$ cat src/rtl/list_builder_if.sv
// Handshake and RAM-write bundle for the list builder.
// master: element producer and RAM/status consumer; slave: the builder.
interface list_builder_if #(
  parameter int DW = 8,
  parameter int AW = 8
);
  logic          start;
  logic          in_valid;
  logic [DW-1:0] in_data;
  logic          in_last;
  logic          in_ready;
  logic          mem_we;
  logic [AW-1:0] mem_addr;
  logic [DW-1:0] mem_wdata;
  logic [AW-1:0] head_addr;
  logic [AW-1:0] count;
  logic          overflow;
  logic          done;

  modport master (
    output start, in_valid, in_data, in_last,
    input  in_ready, mem_we, mem_addr, mem_wdata,
    input  head_addr, count, overflow, done
  );

  modport slave (
    input  start, in_valid, in_data, in_last,
    output in_ready, mem_we, mem_addr, mem_wdata,
    output head_addr, count, overflow, done
  );
endinterface

$ cat src/rtl/list_builder_fsm.sv
// Writes a value stream into list RAM as {value, next} node pairs, null-terminated.
// Ports: clk, rst (sync, active-high), bus (list_builder_if.slave).
module list_builder_fsm #(
  parameter int DW        = 8,
  parameter int AW        = 8,
  parameter int BASE_ADDR = 2
) (
  input  logic           clk,
  input  logic           rst,
  list_builder_if.slave  bus
);

  typedef enum logic [2:0] {
    IDLE,
    WAIT_DATA,
    WRITE_VAL,
    WRITE_NEXT,
    DONE
  } state_t;

  localparam int            CAP   = ((1 << AW) - BASE_ADDR) / 2;
  localparam logic [AW-1:0] BASE  = AW'(BASE_ADDR);
  localparam logic [AW-1:0] CAP_W = AW'(CAP);

  state_t        state, nxt;
  logic [AW-1:0] ptr;
  logic [AW-1:0] count;
  logic [DW-1:0] data;
  logic          last;
  logic          overflow;

  logic [AW-1:0] ptr1;
  logic [AW-1:0] ptr2;
  logic          full;

  assign ptr1 = ptr + AW'(1);
  assign ptr2 = ptr + AW'(2);
  // This node fills the last free slot; CAP keeps ptr+1 from wrapping.
  assign full = (count + AW'(1)) == CAP_W;

  always_ff @(posedge clk) begin
    if (rst) begin
      state    <= IDLE;
      ptr      <= BASE;
      count    <= '0;
      data     <= '0;
      last     <= 1'b0;
      overflow <= 1'b0;
    end else begin
      state <= nxt;
      unique case (state)
        IDLE: begin
          if (bus.start) begin
            ptr      <= BASE;
            count    <= '0;
            overflow <= 1'b0;
          end
        end
        WAIT_DATA: begin
          if (bus.in_valid) begin
            data <= bus.in_data;
            last <= bus.in_last;
          end
        end
        WRITE_NEXT: begin
          count <= count + AW'(1);
          if (!last) begin
            if (full) overflow <= 1'b1;
            else      ptr      <= ptr2;
          end
        end
        default: ;
      endcase
    end
  end

  always_comb begin
    nxt           = state;
    bus.in_ready  = 1'b0;
    bus.mem_we    = 1'b0;
    bus.mem_addr  = '0;
    bus.mem_wdata = '0;
    bus.done      = 1'b0;
    unique case (state)
      IDLE: begin
        if (bus.start) nxt = WAIT_DATA;
      end
      WAIT_DATA: begin
        bus.in_ready = 1'b1;
        if (bus.in_valid) nxt = WRITE_VAL;
      end
      WRITE_VAL: begin
        bus.mem_we    = 1'b1;
        bus.mem_addr  = ptr;
        bus.mem_wdata = data;
        nxt           = WRITE_NEXT;
      end
      WRITE_NEXT: begin
        bus.mem_we   = 1'b1;
        bus.mem_addr = ptr1;
        if (last || full) begin
          nxt = DONE;
        end else begin
          bus.mem_wdata = DW'(ptr2);
          nxt           = WAIT_DATA;
        end
      end
      DONE: begin
        bus.done = 1'b1;
        // Held start must not rebuild; require a low phase first.
        if (!bus.start) nxt = IDLE;
      end
      default: nxt = IDLE;
    endcase
  end

  assign bus.head_addr = BASE;
  assign bus.count     = count;
  assign bus.overflow  = overflow;

endmodule

$ cat src/flat_wrapper.sv
// flat-port wrapper written by rule: the top's interface ports become plain ports
module list_builder_fsm_flat 
#(
  parameter int DW        = 8,
  parameter int AW        = 8,
  parameter int BASE_ADDR = 2
)
  (clk, rst, bus_start, bus_in_valid, bus_in_data, bus_in_last, bus_in_ready, bus_mem_we, bus_mem_addr, bus_mem_wdata, bus_head_addr, bus_count, bus_overflow, bus_done);
  list_builder_if #(.DW(DW), .AW(AW)) bus_i ();
  input  logic clk;
  input  logic rst;
  input wire logic [$bits(bus_i.start)-1:0] bus_start;
  input wire logic [$bits(bus_i.in_valid)-1:0] bus_in_valid;
  input wire logic [$bits(bus_i.in_data)-1:0] bus_in_data;
  input wire logic [$bits(bus_i.in_last)-1:0] bus_in_last;
  output wire logic [$bits(bus_i.in_ready)-1:0] bus_in_ready;
  output wire logic [$bits(bus_i.mem_we)-1:0] bus_mem_we;
  output wire logic [$bits(bus_i.mem_addr)-1:0] bus_mem_addr;
  output wire logic [$bits(bus_i.mem_wdata)-1:0] bus_mem_wdata;
  output wire logic [$bits(bus_i.head_addr)-1:0] bus_head_addr;
  output wire logic [$bits(bus_i.count)-1:0] bus_count;
  output wire logic [$bits(bus_i.overflow)-1:0] bus_overflow;
  output wire logic [$bits(bus_i.done)-1:0] bus_done;
  assign bus_i.start = bus_start;
  assign bus_i.in_valid = bus_in_valid;
  assign bus_i.in_data = bus_in_data;
  assign bus_i.in_last = bus_in_last;
  assign bus_in_ready = bus_i.in_ready;
  assign bus_mem_we = bus_i.mem_we;
  assign bus_mem_addr = bus_i.mem_addr;
  assign bus_mem_wdata = bus_i.mem_wdata;
  assign bus_head_addr = bus_i.head_addr;
  assign bus_count = bus_i.count;
  assign bus_overflow = bus_i.overflow;
  assign bus_done = bus_i.done;
  list_builder_fsm #(.DW(DW), .AW(AW), .BASE_ADDR(BASE_ADDR)) u_core (.clk(clk), .rst(rst), .bus(bus_i));
endmodule
$ cat config.mk
export PLATFORM = sky130hd
export DESIGN_NAME = list_builder_fsm_flat
export DESIGN_NICKNAME = d
export VERILOG_FILES = /design/src/rtl/list_builder_if.sv /design/src/rtl/list_builder_fsm.sv /design/src/flat_wrapper.sv
export SDC_FILE = /design/constraint.sdc
export NUM_CORES = 1
export LEC_CHECK = 0
export BUFFER_PORTS_ARGS = -buffer_cell sky130_fd_sc_hd__buf_2
export CAP_MARGIN = 40
export CORE_AREA = 4 4 58 60
export CTS_BUF_LIST = sky130_fd_sc_hd__clkbuf_4
export DETAILED_ROUTE_END_ITERATION = 10
export DIE_AREA = 0 0 62 64
export PLACE_DENSITY = 0.89
export SYNTH_ARGS = -nofsm -noshare
export SYNTH_HDL_FRONTEND = slang
export SYNTH_SLANG_ARGS = --single-unit
$ cat constraint.sdc
create_clock -name clk -period 5.3 [get_ports clk]
set_clock_uncertainty 0.05 [all_clocks]
set_input_delay 1.06 -clock clk [delete_from_list [all_inputs] [get_ports clk]]
set_output_delay 1.06 -clock clk [all_outputs]
set_load 0.02 [all_outputs]
==> flow_summary_export.csv, run 1 <==
group,metric,value,unit
place,placed_area,1680,sq um
synth,synth-main-ff-cell,"dfxtp_1",
timing,timing_worst_slew_pin_value,0.516,ns
clocking,postCtsHoldBufs,0,
grt,grt_first_pass_wirelength,5530,microns
synth,synth-seq-cells,28,
timing,rsz0062_at_grt,"no",
floorplanning,start_util,0.514,
synth,yosys_warnings,0,
synth,yosysSeqAreaShare,0.372,
setup_path,crit_path_end_kind,"output port",
clocking,clkTransAtPathRegs,0.16,ns
worst_hold_path,worstHoldPathCells,2,
grt,grtUsageMet2,0.275,
cells_and_area,seq_area,561,sq um
cells_and_area,stdcell_area,1740,sq um
timing,setup_viol,0,
cells_and_area,stdcell_count,266,
grt,antenna_found_initial,0,
synth,ys_types,33,
clocking,cts_root_buf,"clkbuf_4",
cells_and_area,syn2layout_area_growth,15.3,%
worst_hold_path,worstHoldPathType,"reg2reg",
clocking,cts_buffer_depth,2,
clocking,clk_latency,0.33,ns
grt,busiest_layer,"met2",
floorplanning,num_rows,20,
synth,yosys.area.top_type_share,0.372,
route,wl,3280,microns
cells_and_area,nFillCells,269,
floorplanning,fp.dieH,64,microns
cells_and_area,multiInputGateArea,870,sq um
cells_and_area,utilization,0.593,
route,drc_errors,0,
synth,synth_top_area_cell,"dfxtp_1",
floorplanning,io_pins,49,
cells_and_area,drive_gt1_frac,0.210,
route,drt_iter0_drc,30,
timing,period_share,0.673,
setup_path,cp.required,4.19,ns
clocking,ctsResizeCount,0,
grt,met1_usage,0.238,
grt,grt.overflow.total,0,
place,placed_cells,262,
setup_path,worstSetupStartpoint,"u_core.state[0]",
timing,setup-tns-final,0,ns
route,post_drt_wl_per_cell,12.3,microns
place,dp_slack,2.13,ns
run_status,outcome,"finished clean",
clocking,numCtsBuffers,3,
synth,synthTopCellsByArea,"dfxtp_1, a21oi_1, nand2_1, and2_1, nand3_1",
pwr,peakVddDrop,0.215,mV
place,gp_congestion,0.877,
worst_hold_path,hold_path.startpoint,"u_core.data[6]",
timing,fmax,281,MHz
job,cap_violations,0,
grt,grt_usage,0.175,
route,final_antenna_net_count,0,
synth,synthCells,198,
place,hpwl,2500,microns
timing,min_period,3.56,ns
setup_path,start_kind,"flip-flop",
setup_path,crit_fanout,16,
floorplanning,dieArea,3970,sq um
clocking,cts_setup_buffers,0,
setup_path,ff2ff_path_depth,6,
timing,hold_slack,0.418,ns
synth,syn_area,1510,sq um
setup_path,arrival,2.45,ns
synth,synth_common_cells,"nand2_1, a21oi_1, dfxtp_1",
setup_path,worst_r2r_endpoint,"u_core.state[0]",
route,via_per_inst,5.43,
route,drtPass1Iterations,4,
route,num_vias,1444,
synth,yosysMostFrequentCell,"nand2_1",
cells_and_area,layout.nets,250,
grt,grt_max_degree,29,
setup_path,r2r_start,"u_core.bus.count[0]",
timing,slew_headroom,0.656,
clocking,cts_tree,"done",
clocking,cts_sinks,28,
synth,avgSynthCellArea,7.60,sq um
timing,slew_violations,0,
floorplanning,die_w,62,microns
timing,hold_violations,0,
cells_and_area,diodes,0,
worst_hold_path,holdPathEnd,"u_core.data[6]",
grt,grt_pass1_vias,1270,
pwr,pwr_density_cell,235,nW/um^2
setup_path,path_class,"reg2out",
setup_path,regToRegSetupSlack,3.05,ns
grt,grtUsageMet3,0.0263,
place,port_buffers,40,
synth,synth_edf_count,0,
pwr,p_leak,0.736,nW
clocking,cts-htree-levels,1,
pwr,power,0.407,mW
synth,synthArstFlopShare,0,
floorplanning,core_area,2930,sq um
timing,setup_ws,1.74,ns
## where the power goes
group | leakage (nW) | total [mW] | internal (mW) | switching, mW
registers | 0.227 | 0.221 | 0.216 | 0.00570
clock network | 0.0279 | 0.141 | 0.0765 | 0.0647
logic | 0.481 | 0.0448 | 0.0145 | 0.0303
## layout by cell type (no fill, tap or decap), types with 2 or more instances in the layout
master    instances
nor2_1           13
ha_1              3
nor3_1            2
clkbuf_4          3
nand3b_1          5
xnor2_1           5
nand2_1          33
dfxtp_1          28
and2_1           11
nand2b_1          7
inv_1             3
or3_1             3
o21ai_0           8
xor2_1            2
nand3_1          13
buf_2            40
a31oi_1           3
a21oi_1          29
conb_1            8
## per-layer routing
metal | wire length, microns | up-vias
met1 | 1450 | 666
li1 | - | 729
met4 | 55 | 0
met2 | 1600 | 41
met5 | 0 | -
met3 | 177 | 8
## cell type report
| cell class | count | share of cell area |
|---|---|---|
| multi-input combinational | 158 | 0.501 |
| clock buffer | 3 | 0.0130 |
| tap | 33 | 0.0238 |
| sequential | 28 | 0.323 |
| clock inverter | 1 | 0.0173 |
| timing repair buffer | 40 | 0.115 |
| inverter | 3 | 0.00649 |
## critical path, cell delays in order (launching register included)
cell,delay (ns)
dfxtp_1,0.55
nand3b_1,0.44
nor2_1,0.39
o31a_2,0.28
nand2_1,0.09
a21oi_1,0.17
buf_2,0.19
## cell families after synthesis
kind of cell,count (synthesis),synth area share
and+or+nand+nor,94,0.313
adders and majority gates,3,0.0249
other,2,0.00499
AOI/OAI and AO/OA,46,0.179
DFF,28,0.372
buffers and inverters,18,0.0648
xor gates and xnor gates,7,0.0407
## registers in the layout, indices dropped and copies added (netlist names)
name and cells:
u_core.data 8, u_core.last 1, u_core.state 3, u_core.bus.count 8
u_core.ptr 7, u_core.bus.overflow 1
## how the worst max path moves through the flow
stage / endpoint / slack [ns]
after global routing: bus_mem_wdata[3] / 1.45
after CTS: bus_mem_wdata[3] / 1.74
after detailed placement: bus_mem_wdata[3] / 2.13
after global placement: bus_mem_wdata[4] / 2.17
after floorplan: bus_mem_wdata[1] / 2.14
final: bus_mem_wdata[6] / 1.74
(Power assumes the default switching activity.)
==> run 2: changes to the inputs <==
Settings changed: ABC_AREA set to 1, CORE_AREA 4 4 58 60 to 4 4 64 66, DIE_AREA 0 0 62 64 to 0 0 68 70, PLACE_DENSITY 0.89 to 0.82.
Clock period 5.3 ns to 3.1 ns, I/O delays scaled along.
==> run 2 against run 1 <==
Compared with the run above:
- sequential share of layout area decreased by 2.3 points
- core utilization fell by 7.1 points
- largest power group unchanged
- sequential power is 77% higher
==> flow_summary_export.csv, run 2 <==
group,metric,value,unit
timing,setup-tns-final,0,ns
clocking,ctsResizeCount,0,
synth,synth_common_cells,"nand2_1, nor2_1, dfxtp_1",
synth,yosys_warnings,0,
clocking,cts_setup_buffers,0,
place,dp_slack,0.690,ns
cells_and_area,stdcell_count,326,
floorplanning,fp.dieH,70,microns
grt,grt_pass1_vias,1385,
cells_and_area,multiInputGateArea,876,sq um
pwr,internal-power,0.547,mW
synth,syn_area,1620,sq um
cells_and_area,drive_gt1_frac,0.223,
setup_path,cp.required,2.43,ns
clocking,clk_latency,0.34,ns
synth,synth_compound_area_frac,0.103,
grt,grt.overflow.total,0,
synth,avgSynthCellArea,6.70,sq um
synth,synthTopCellsByArea,"dfxtp_1, nand2_1, nor2_1, inv_1, nand3_1",
pwr,power.share.clock,0.319,
place,gp_congestion,0.830,
grt,grt_max_degree,20,
clocking,numCtsBuffers,3,
cells_and_area,stdcell_area,1870,sq um
worst_hold_path,worstHoldPathType,"reg2reg",
clocking,cts-htree-levels,1,
synth,yosys.area_share.simple,0.368,
synth,synth-main-ff-cell,"dfxtp_1",
timing,min_period,2.80,ns
pwr,peakVddDrop,0.198,mV
place,placed_cells,322,
route,post_drt_wl_per_cell,10.6,microns
route,drtPass1Iterations,4,
synth,synthAdderAreaFrac,0.0231,
floorplanning,num_rows,22,
timing,hold_slack,0.415,ns
clocking,cts_buffer_depth,2,
synth,synthCells,242,
synth,muxShareOfSynthArea,0,
route,final_antenna_net_count,0,
cells_and_area,final_common_cell,"nand2_1",
synth,synth_edf_count,0,
setup_path,start_kind,"flip-flop",
timing,setup_viol,0,
grt,grt_first_pass_wirelength,6030,microns
pwr,p_leak,0.892,nW
pwr,switching_share,0.294,
clocking,postCtsHoldBufs,0,
cells_and_area,reg_top3,"u_core.bus.count x8, u_core.data x8, u_core.ptr x7",
route,num_vias,1559,
pwr,p_comb_frac,0.174,
floorplanning,die_w,68,microns
synth,synth_top_area_cell,"dfxtp_1",
setup_path,regToRegSetupSlack,1.28,ns
timing,hold_violations,0,
grt,antenna_found_initial,0,
worst_hold_path,worstHoldPathCells,2,
clocking,cts_sinks,28,
synth,synth_xor_area_frac,0.0270,
route,wl,3470,microns
clocking,cts_tree,"done",
pwr,p_switching,0.228,mW
job,cap_violations,0,
cells_and_area,syn2layout_area_growth,15.0,%
grt,grt_usage,0.154,
timing,slew_violations,0,
run_status,outcome,"finished clean",
timing,fmax,358,MHz
cells_and_area,seq_area,561,sq um
cells_and_area,diodes,0,
timing,rsz0062_at_grt,"no",
floorplanning,core_area,3580,sq um
clocking,clkTransAtPathRegs,0.16,ns
synth,ys_types,26,
pwr,seqPwrFrac,0.506,
synth,synthArstFlopShare,0,
pwr,pwr_density_cell,415,nW/um^2
synth,yosysMostFrequentCell,"nand2_1",
route,via_per_inst,4.78,
place,hpwl,2670,microns
floorplanning,start_util,0.453,
cells_and_area,utilization,0.521,
route,drt_iter0_drc,98,
setup_path,path_class,"reg2out",
cells_and_area,final_cell_mix,"nand2_1, buf_2, nor2_1, dfxtp_1, inv_1",
place,port_buffers,40,
synth,yosys.area.top_type_share,0.346,
cells_and_area,nFillCells,383,
clocking,cts_root_buf,"clkbuf_4",
timing,setup_ws,0.303,ns
setup_path,crit_fanout,7,
route,drc_errors,0,
synth,yosysSeqAreaShare,0.346,
setup_path,crit_path_end_kind,"output port",
synth,synth-seq-cells,28,
setup_path,arrival,2.13,ns
floorplanning,dieArea,4760,sq um
place,placed_area,1810,sq um
timing,period_share,0.902,
synth,synth_top_family_by_area,"simple AND/OR/NAND/NOR gates",
pwr,power,0.774,mW
floorplanning,io_pins,49,
setup_path,ff2ff_path_depth,10,
cells_and_area,layout.nets,295,
run 2: cell count changes in the layout (fill, tap and decap cells not counted), sizes merged, moves of 7 or more:
cell,change
inv,+28
nand2b,-7
nand3,+8
and2,-11
nand2,+27
a21oi,-11
nor2,+22
run 2: path summary, 6_finish.rpt:
check | start | end
max | u_core.bus.count[0] | bus_mem_wdata[2]
min | u_core.data[0] | u_core.data[0]
max reg2reg | u_core.bus.count[0] | u_core.ptr[1]
min reg2reg | u_core.data[0] | u_core.data[0]
run 2: kinds of logic after synthesis:
group / after synthesis
xor gates and xnor gates: 5
DFF: 28
buffers and inverters: 45
adders and majority gates: 3
other: 2
AOI/OAI and AO/OA: 32
and+or+nand+nor: 127
run 2: worst max-delay path: stages, from the launching register on:
cell and delay (ns):
dfxtp_1 0.46, ha_1 0.27, nand3_1 0.13, o21bai_1 0.18, nand2_1 0.08, nor2_2 0.14
nand2_2 0.08, nand3_1 0.11, inv_1 0.07, nand2_1 0.08, nand2_1 0.05, buf_2 0.15
run 2: routing by layer:
| metal | vias up | routed length, microns | GRT usage |
|---|---|---|---|
| li1 | 817 | - | - |
| met1 | 678 | 1570 | 0.216 |
| met2 | 60 | 1600 | 0.247 |
| met3 | 4 | 270 | 0.0257 |
| met4 | 0 | 29 | 0.0265 |
| met5 | - | 0 | 0 |
run 2: power groups by stage:
stage | sequential, mW | combinational [mW] | clock [mW]
final | 0.392 | 0.135 | 0.247
after detailed placement | 0.400 | 0.136 | 0
after CTS | 0.392 | 0.136 | 0.249
after global routing | 0.396 | 0.153 | 0.264
after floorplan | 0.397 | 0.111 | 0
after global placement | 0.399 | 0.135 | 0
run 2: area by class of cell:
class,count,area share
Multi-Input combinational cell,175,0.469
Sequential cell,28,0.300
Timing Repair Buffer,40,0.107
Clock buffer,3,0.0121
Clock inverter,1,0.0161
Tap cell,48,0.0322
Inverter,31,0.0624
